[src/rtl/demoscene_pkg.sv]
// Shared constants for the demoscene video blocks: position width and
// default 640x480@60 VGA timing, plus a helper to size a scan axis.
package demoscene_pkg;

   localparam int unsigned POS_W = 10;

   localparam int unsigned DEF_H_VIS  = 640;
   localparam int unsigned DEF_H_FP   = 16;
   localparam int unsigned DEF_H_SYNC = 96;
   localparam int unsigned DEF_H_BP   = 48;

   localparam int unsigned DEF_V_VIS  = 480;
   localparam int unsigned DEF_V_FP   = 10;
   localparam int unsigned DEF_V_SYNC = 2;
   localparam int unsigned DEF_V_BP   = 33;

   // Total period of one scan axis (visible + porches + sync)
   function automatic int unsigned axis_total(input int unsigned vis,
                                              input int unsigned fp,
                                              input int unsigned sync,
                                              input int unsigned bp);
      return vis + fp + sync + bp;
   endfunction

endpackage

[src/rtl/vga_axis_counter.sv]
// One scan axis: wrapping position counter with registered sync and
// visible flags. Flags are decoded from the next position so they line up
// with the position flop on the same cycle.
module vga_axis_counter
   import demoscene_pkg::*;
#(
   parameter int unsigned VIS  = DEF_H_VIS,
   parameter int unsigned FP   = DEF_H_FP,
   parameter int unsigned SYNC = DEF_H_SYNC,
   parameter int unsigned BP   = DEF_H_BP
) (
   input  logic             clk,
   input  logic             rst_n,
   input  logic             en,
   output logic [POS_W-1:0] pos,
   output logic             last,
   output logic             sync_n,
   output logic             vis
);

   localparam int unsigned      TOTAL      = axis_total(VIS, FP, SYNC, BP);
   localparam logic [POS_W-1:0] LAST_POS   = POS_W'(TOTAL - 1);
   localparam logic [POS_W-1:0] SYNC_FIRST = POS_W'(VIS + FP);
   localparam logic [POS_W-1:0] SYNC_LAST  = POS_W'(VIS + FP + SYNC - 1);
   localparam logic [POS_W-1:0] VIS_LIM    = POS_W'(VIS);

   logic [POS_W-1:0] pos_q, pos_d;
   logic             sync_n_q, sync_n_d;
   logic             vis_q, vis_d;

   assign last = (pos_q == LAST_POS);

   // Next position and its decode; holds everything when not enabled
   always_comb begin
      pos_d = pos_q;
      if (en) begin
         pos_d = last ? '0 : pos_q + 1'b1;
      end
      sync_n_d = !((pos_d >= SYNC_FIRST) && (pos_d <= SYNC_LAST));
      vis_d    = (pos_d < VIS_LIM);
   end

   // State flops; reset lands on position 0 (visible, sync inactive)
   always_ff @(posedge clk or negedge rst_n) begin
      if (!rst_n) begin
         pos_q    <= '0;
         sync_n_q <= 1'b1;
         vis_q    <= 1'b1;
      end else begin
         pos_q    <= pos_d;
         sync_n_q <= sync_n_d;
         vis_q    <= vis_d;
      end
   end

   assign pos    = pos_q;
   assign sync_n = sync_n_q;
   assign vis    = vis_q;

endmodule

[src/rtl/vga_timing_gen.sv]
// VGA raster timing: horizontal and vertical axis counters, line/frame
// start strobes and a completed-frame counter, all advancing on ce.
module vga_timing_gen
   import demoscene_pkg::*;
#(
   parameter int unsigned H_VIS  = DEF_H_VIS,
   parameter int unsigned H_FP   = DEF_H_FP,
   parameter int unsigned H_SYNC = DEF_H_SYNC,
   parameter int unsigned H_BP   = DEF_H_BP,
   parameter int unsigned V_VIS  = DEF_V_VIS,
   parameter int unsigned V_FP   = DEF_V_FP,
   parameter int unsigned V_SYNC = DEF_V_SYNC,
   parameter int unsigned V_BP   = DEF_V_BP
) (
   input  logic             clk,
   input  logic             rst_n,
   input  logic             ce,
   output logic [POS_W-1:0] hpos,
   output logic [POS_W-1:0] vpos,
   output logic             hsync,
   output logic             vsync,
   output logic             display_on,
   output logic             line_start,
   output logic             frame_start,
   output logic [7:0]       frame_cnt
);

   logic h_last, v_last;
   logic h_vis, v_vis;
   logic v_en;

   logic       line_start_q, line_start_d;
   logic       frame_start_q, frame_start_d;
   logic [7:0] frame_cnt_q, frame_cnt_d;

   assign v_en = ce & h_last;

   vga_axis_counter #(
      .VIS  (H_VIS),
      .FP   (H_FP),
      .SYNC (H_SYNC),
      .BP   (H_BP)
   ) u_h (
      .clk    (clk),
      .rst_n  (rst_n),
      .en     (ce),
      .pos    (hpos),
      .last   (h_last),
      .sync_n (hsync),
      .vis    (h_vis)
   );

   vga_axis_counter #(
      .VIS  (V_VIS),
      .FP   (V_FP),
      .SYNC (V_SYNC),
      .BP   (V_BP)
   ) u_v (
      .clk    (clk),
      .rst_n  (rst_n),
      .en     (v_en),
      .pos    (vpos),
      .last   (v_last),
      .sync_n (vsync),
      .vis    (v_vis)
   );

   // Strobes fire on the edge that wraps into column 0 / origin
   always_comb begin
      line_start_d  = ce & h_last;
      frame_start_d = ce & h_last & v_last;
      frame_cnt_d   = frame_cnt_q;
      if (frame_start_d) begin
         frame_cnt_d = frame_cnt_q + 8'd1;
      end
   end

   // Strobe and frame counter flops
   always_ff @(posedge clk or negedge rst_n) begin
      if (!rst_n) begin
         line_start_q  <= 1'b0;
         frame_start_q <= 1'b0;
         frame_cnt_q   <= '0;
      end else begin
         line_start_q  <= line_start_d;
         frame_start_q <= frame_start_d;
         frame_cnt_q   <= frame_cnt_d;
      end
   end

   // Both visible flags are flops, so this stays aligned with hpos/vpos
   assign display_on  = h_vis & v_vis;
   assign line_start  = line_start_q;
   assign frame_start = frame_start_q;
   assign frame_cnt   = frame_cnt_q;

endmodule
[config.mk]
export PLATFORM = sky130hd
export DESIGN_NAME = vga_timing_gen
export DESIGN_NICKNAME = d
export VERILOG_FILES = /design/src/rtl/demoscene_pkg.sv /design/src/rtl/vga_axis_counter.sv /design/src/rtl/vga_timing_gen.sv
export SDC_FILE = /design/constraint.sdc
export NUM_CORES = 1
export LEC_CHECK = 0
export CORE_MARGIN = 10
export CORE_UTILIZATION = 50
export DETAILED_ROUTE_END_ITERATION = 10
export PLACE_DENSITY_LB_ADDON = 0.1
export SYNTH_ARGS = -nofsm -noshare
export SYNTH_HDL_FRONTEND = slang
export SYNTH_SLANG_ARGS = --single-unit
[constraint.sdc]
create_clock -name clk -period 2.39 [get_ports clk]
set_input_delay 0.478 -clock clk [delete_from_list [all_inputs] [get_ports clk]]
set_output_delay 0.478 -clock clk [all_outputs]
set_load 0.05 [all_outputs]
==> reports/results.ini, run 1 <==
[route]
wl_per_cell_um=15.9
via_per_inst=5.51
drc=0
routed_wl_um=4230
drt-pass1-iter-count=4
first_iter_violations=163
antenna_left=0
vias=1466

[synth]
ys_ff_latch=34
synth.top_cell.area_share_pct=43.3
async_flop_share_pct=100
syn_avg_cell_area_um2=10.2
yosys_warnings=0
post-synth-top-area-cell=dfrtp_1
synth_edf_count=0
syn-instance-count=170
yosysSeqAreaShare_pct=49.3
yosys-top-cells-count=30 x dfrtp_1, 17 x nand2_1, 14 x nand3_1
yosysUniqueCellTypes=47
yosysMostFrequentCell=dfrtp_1
yosys_most_used_dff=dfrtp_1
synth_fp_nets=177
synthTopCellsByArea=dfrtp_1 43%, dfstp_2 6.1%, xnor2_1 5.0%, nand3_1 4.0%, nand2_1 3.7%
syn-cell-area_um2=1740

[place]
dp_slack_ns=-0.127
port-buffer-count=35
placed_cells=258
place.gp.congestion=0.860
dp_hpwl_um=3210
place_area_um2=2220

[worst_setup_path]
critical_path.slowest_cell=or4_1
worst-path-buf-inv=0
cp-startpoint=u_v.pos[0]
path_max_fanout=5
crit_type=reg2reg
cp_slowest_stage_delay_ns=0.50
crit_family=simple AND/OR/NAND/NOR gates
cp.arrival_ns=2.54
critical_path.cell_chain=ha_2, and4_4, nand3_1, or4b_1, a31o_1, or4_1
r2r-start=u_v.pos[0]
worstPathRequired_ns=2.65
cp-end-kind=register
crit_path_start_kind=register

[final_layout]
multi_input_area_um2=831
final_area_um2=2300
finish.utilization_pct=69.0
stdcell_count=266
layout.nets=226
area_delta_synth_final_pct=32.7
regArea_um2=862
fillers=278
n_antenna_cell=0
drive_gt1_share_pct=20.5

[power_and_ir_drop]
peakVddDrop_mv=0.529
power_density_nw_per_um2=622
p_leak_nw=0.981
power_mw=1.43

[timing]
min_period_over_period_pct=95.2
setup_viol_count_final=0
tns_ns=0
holdWs_ns=0.478
setup_slack_ns=0.114
period_minus_slack_ns=2.28
finalClockSkew_ns=0.0148
hold_viol_final=0
tightest_slew_ns=0.518
rsz0062_at_grt=no
relSlewSlack_pct=65.3
fmax_ghz=0.439
drv_slew=0

[die]
ios=36
die_area_um2=6230
fp.dieW_um=78.9
core_um2=3340
num_rows=21
die_h_um=78.9
initial_core_util_pct=52.0

[status]
status=finished clean

[clock_network]
cts_setup_buffers=0
clock_latency_ns=0.35
hold_buffers=0
max-clock-path-buffers=2
clk_pin_slew_ns=0.12
numCtsBuffers=5
cts_resized=0
clockRootBuffer=clkbuf_4
cts.sink_count=34
htree_levels=2
cts_tree=yes

[global_route]
antenna_found_initial=0
overflow=0
grt_pass1_wl_um=7410
grt_max_degree=35
grt_usage_pct=14.8
grt_pass1_vias=1510

[min_path]
hp-class=reg2reg
min-delay-start=frame_cnt[7]

[run]
cap_violations=0

[sequential cells by signal (all words and copies together), names as in the netlist]
name,flops
u_h.sync_n,1
line_start,1
u_h.pos,10
frame_cnt,8
u_v.vis,1
u_v.pos,10
u_h.vis,1
frame_start,1
u_v.sync_n,1
[per-layer routing]
metal	GRT usage, %	vias to the layer above	share of wire [%]
li1	-	713	-
met2	24.7	52	52
met3	5.18	5	8.3
met5	0	-	0
met4	6.81	0	1.3
met1	16.6	696	39
[cell usage in the layout (no fill, tap or decap), types with 2 or more instances in the layout]
| cell | count |
|---|---|
| a21oi_1 | 5 |
| and4_1 | 2 |
| buf_4 | 14 |
| clkbuf_4 | 5 |
| clkdlybuf4s50_1 | 35 |
| dfrtp_1 | 25 |
| dfrtp_2 | 5 |
| dfstp_2 | 4 |
| ha_1 | 3 |
| inv_1 | 5 |
| nand2_1 | 17 |
| nand2b_1 | 3 |
| nand3_1 | 13 |
| nand3_2 | 2 |
| nand4_1 | 8 |
| nor2_1 | 5 |
| nor3_1 | 5 |
| o21ai_0 | 10 |
| o31ai_1 | 3 |
| or3_1 | 3 |
| xnor2_1 | 10 |
| xor2_1 | 6 |
[logic make-up (layout without fill, tap and decap cells)]
logic type                 Yosys count  count (layout)  share of synthesized area [%]
muxes                                2               2                           1.23
xor gates and xnor gates            16              16                           8.07
AOI/OAI and AO/OA                   26              26                           9.52
and+or+nand+nor                     74              74                           25.4
DFF                                 34              34                           49.3
adders and majority gates            4               4                           2.88
buffers and inverters               14              64                           3.60
[final timing paths]
check	to	slack, ns	cells after the start
worst min-delay path	frame_cnt[7]	0.48	1
min in group asynchronous	u_v.pos[8]	0.52	2
worst max-delay path	u_v.sync_n	0.11	6
max in group asynchronous	u_v.sync_n	1.53	2
worst max register to register	u_v.sync_n	0.11	6
worst min register to register	frame_cnt[7]	0.48	1
[worst register-to-register path, cell delays in order (launching register included)]
cell,delay (ns)
dfrtp_2,0.43
ha_2,0.19
and4_4,0.26
nand3_1,0.08
or4b_1,0.49
a31o_1,0.24
or4_1,0.50
[cell type report]
cell class / instances / area share (%)
timing repair buffer: 50 / 20.3
sequential: 34 / 37.4
tap: 46 / 2.50
inverter: 6 / 0.978
clock inverter: 2 / 0.543
multi-input combinational: 122 / 36.1
clock buffer: 6 / 2.23
[where the power goes]
part           switching, mW  internal (mW)  leakage [nW]
Combinational          0.271          0.158         0.514
Sequential            0.0427          0.619         0.433
Clock                  0.202          0.141        0.0343
Note: power is estimated with default switching activity, not from simulation.
==> inputs of run 2 (changes only) <==
--- a/config.mk
+++ b/config.mk
@@ -5,6 +5,7 @@
 export SDC_FILE = /design/constraint.sdc
 export NUM_CORES = 1
 export LEC_CHECK = 0
+export CAP_MARGIN = 0
 export CORE_MARGIN = 10
 export CORE_UTILIZATION = 50
 export DETAILED_ROUTE_END_ITERATION = 10
==> results of run 2 <==
Same layout as run 1: the final DEF is identical, and so are final timing and power.
==> RTL edit (flow settings as in run 2) <==
Reset style: synchronous (`rst_n`), changed in 2 clocked blocks.
--- a/src/rtl/vga_axis_counter.sv
+++ b/src/rtl/vga_axis_counter.sv
@@ -41,7 +41,7 @@
    end
 
    // State flops; reset lands on position 0 (visible, sync inactive)
-   always_ff @(posedge clk or negedge rst_n) begin
+   always_ff @(posedge clk) begin
       if (!rst_n) begin
          pos_q    <= '0;
          sync_n_q <= 1'b1;
--- a/src/rtl/vga_timing_gen.sv
+++ b/src/rtl/vga_timing_gen.sv
@@ -76,7 +76,7 @@
    end
 
    // Strobe and frame counter flops
-   always_ff @(posedge clk or negedge rst_n) begin
+   always_ff @(posedge clk) begin
       if (!rst_n) begin
          line_start_q  <= 1'b0;
          frame_start_q <= 1'b0;
Check against the original RTL: differs if rst_n is asserted again (counterexample within 4 cycles, from zero or initial values and one cycle with rst_n low); with rst_n held inactive, the same outputs for 10 cycles.
==> RTL edit against run 2 <==
Routed wire length rose by 7.1%; sequential cell count did not move; non-clock buffer count rose by 9; global-route usage fell by 0.18 points; synthesized cell count rose by 24%; synthesized area fell by 1.3%; final area rose by 1.1%; worst setup slack improved by 0.044 ns; critical path type is now input port to register; highest routed layer unchanged.
Power is not compared: it rests on default switching activity, and its combinational part moved more than twofold at a synthesized area within 25%.
==> RTL edit: results (changes against run 2) <==
Setup path
  • Worst-case reg-to-reg path depth: 7 (+1)
  • CP max stage cell: or4_4
  • WP data arrival: 2.46 ns (-0.08 ns)
  • CP max FO: 2 (-3)
  • CP max stage delay: 0.53 ns (+0.03 ns)

Outcome
  • Status: finished, final reports clean

Logic synthesis
  • Syn avg cell area: 8.157 um^2 (-20%)
  • Syn_nets: 217 (+23%)
  • Commonest cells in the netlist: dfxtp_1 (34), nor2_1 (32), nand2_1 (16)
  • Share of synthesized registers carrying an async set or reset: 0% (-100 points)
  • Sequential cell area fraction in the yosys report: 39.74% (-9.6 points)
  • Cell variety after synth: 39 (-17%)
  • Largest cells by area after synthesis: dfxtp_1 (40%), nor2_1 (7.0%), nand3_1 (4.4%), xor2_1 (4.1%), a21oi_1 (3.8%)

GRT
  • Pin count of the biggest net entering global routing: 13 (-63%)
  • GR Layer Usage met1: 17.02% (+0.46 points)
  • First-pass GRT wire length: 7603 um (+2.6%)
  • M3 GR Usage: 5.125% (-0.055 points)
  • Vias in the first global route: 1,634 (+8.2%)
  • M2 GR Usage: 24.42% (-0.25 points)

Layout
  • Layout fillers: 280 (+0.72%)
  • Share of layout cells above drive strength 1: 19.10% (-1.4 points)
  • Layout Cells excl Fill: 313 (+18%)

Placement
  • Pre-CTS WS: -0.1959 ns (-0.06861 ns)
  • Hpwl dp: 3477 um (+8.2%)
  • Final Wtd Congestion: 0.8911 (+3.7%)

Route
  • Via count: 1,757 (+20%)

Worst hold path
  • WHS Path Cells: 2 (+1)

STA
  • Worst Skew: 0.01491 ns (+0.00005590 ns)
[RTL edit: cell count changes after synthesis, sizes merged, moves of 4 or more]
cell,before,now
a21oi,5,14
and3,2,6
and4,4,0
dfrtp,30,0
dfstp,4,0
dfxtp,0,34
nor2,5,33
xnor2,10,6
[RTL edit: cell families after synthesis]
kind of cell	Yosys count	share of synthesized area, %
and+or+nand+nor	104	31.56
muxes	4	2.411
AOI/OAI and AO/OA	35	11.83
buffers and inverters	15	4.383
DFF	34	39.74
xor gates and xnor gates	14	7.159
adders and majority gates	4	2.922
[RTL edit: area by class of cell]
class	count	share of cell area [%]
Clock buffer	6	2.203
Clock inverter	2	0.5373
Inverter	5	0.8060
Multi-Input combinational cell	161	41.38
Sequential cell	34	29.82
Tap cell	46	2.472
Timing Repair Buffer	59	22.78
[RTL edit: layer usage]
| metal | up-vias | part of all wire (%) |
|---|---|---|
| met4 | 0 | 1.3 |
| li1 | 854 | - |
| met1 | 828 | 40 |
| met2 | 67 | 49 |
| met5 | - | 0 |
| met3 | 8 | 8.9 |
[RTL edit: worst paths after layout]
kind	slack [ns]	start	end
setup / recovery	0.16	ce	u_v.sync_n
hold / removal	0.50	u_h.pos[2]	u_h.pos[2]
setup reg to reg	0.19	u_v.pos[6]	u_v.sync_n
hold reg to reg	0.50	u_h.pos[2]	u_h.pos[2]
[RTL edit: critical path: cells and delay by family]
| kind | cells | cell delay [ns] |
|---|---|---|
| compound gates | 1 | 0.17 |
| buf+inv | 1 | 0.49 |
| simple gates | 5 | 1.32 |
[RTL edit: per-stage QoR]
step                      hold WS [ns]  area, um^2
after floorplan                 0.5498        1727
after global placement          0.4715        2265
after detailed placement        0.4863        2265
after CTS                       0.5022        2328
after global routing            0.5349        2328
final                           0.4965        2328
[RTL edit: power by group through the flow]
stage	clock network (mW)	logic, mW	registers, mW
floorplan	0	0.0157	0.601
global placement	0	0.0470	0.588
detailed placement	0	0.0473	0.588
CTS	0.345	0.0474	0.575
global route	0.366	0.0501	0.576
finish	0.338	0.0471	0.575
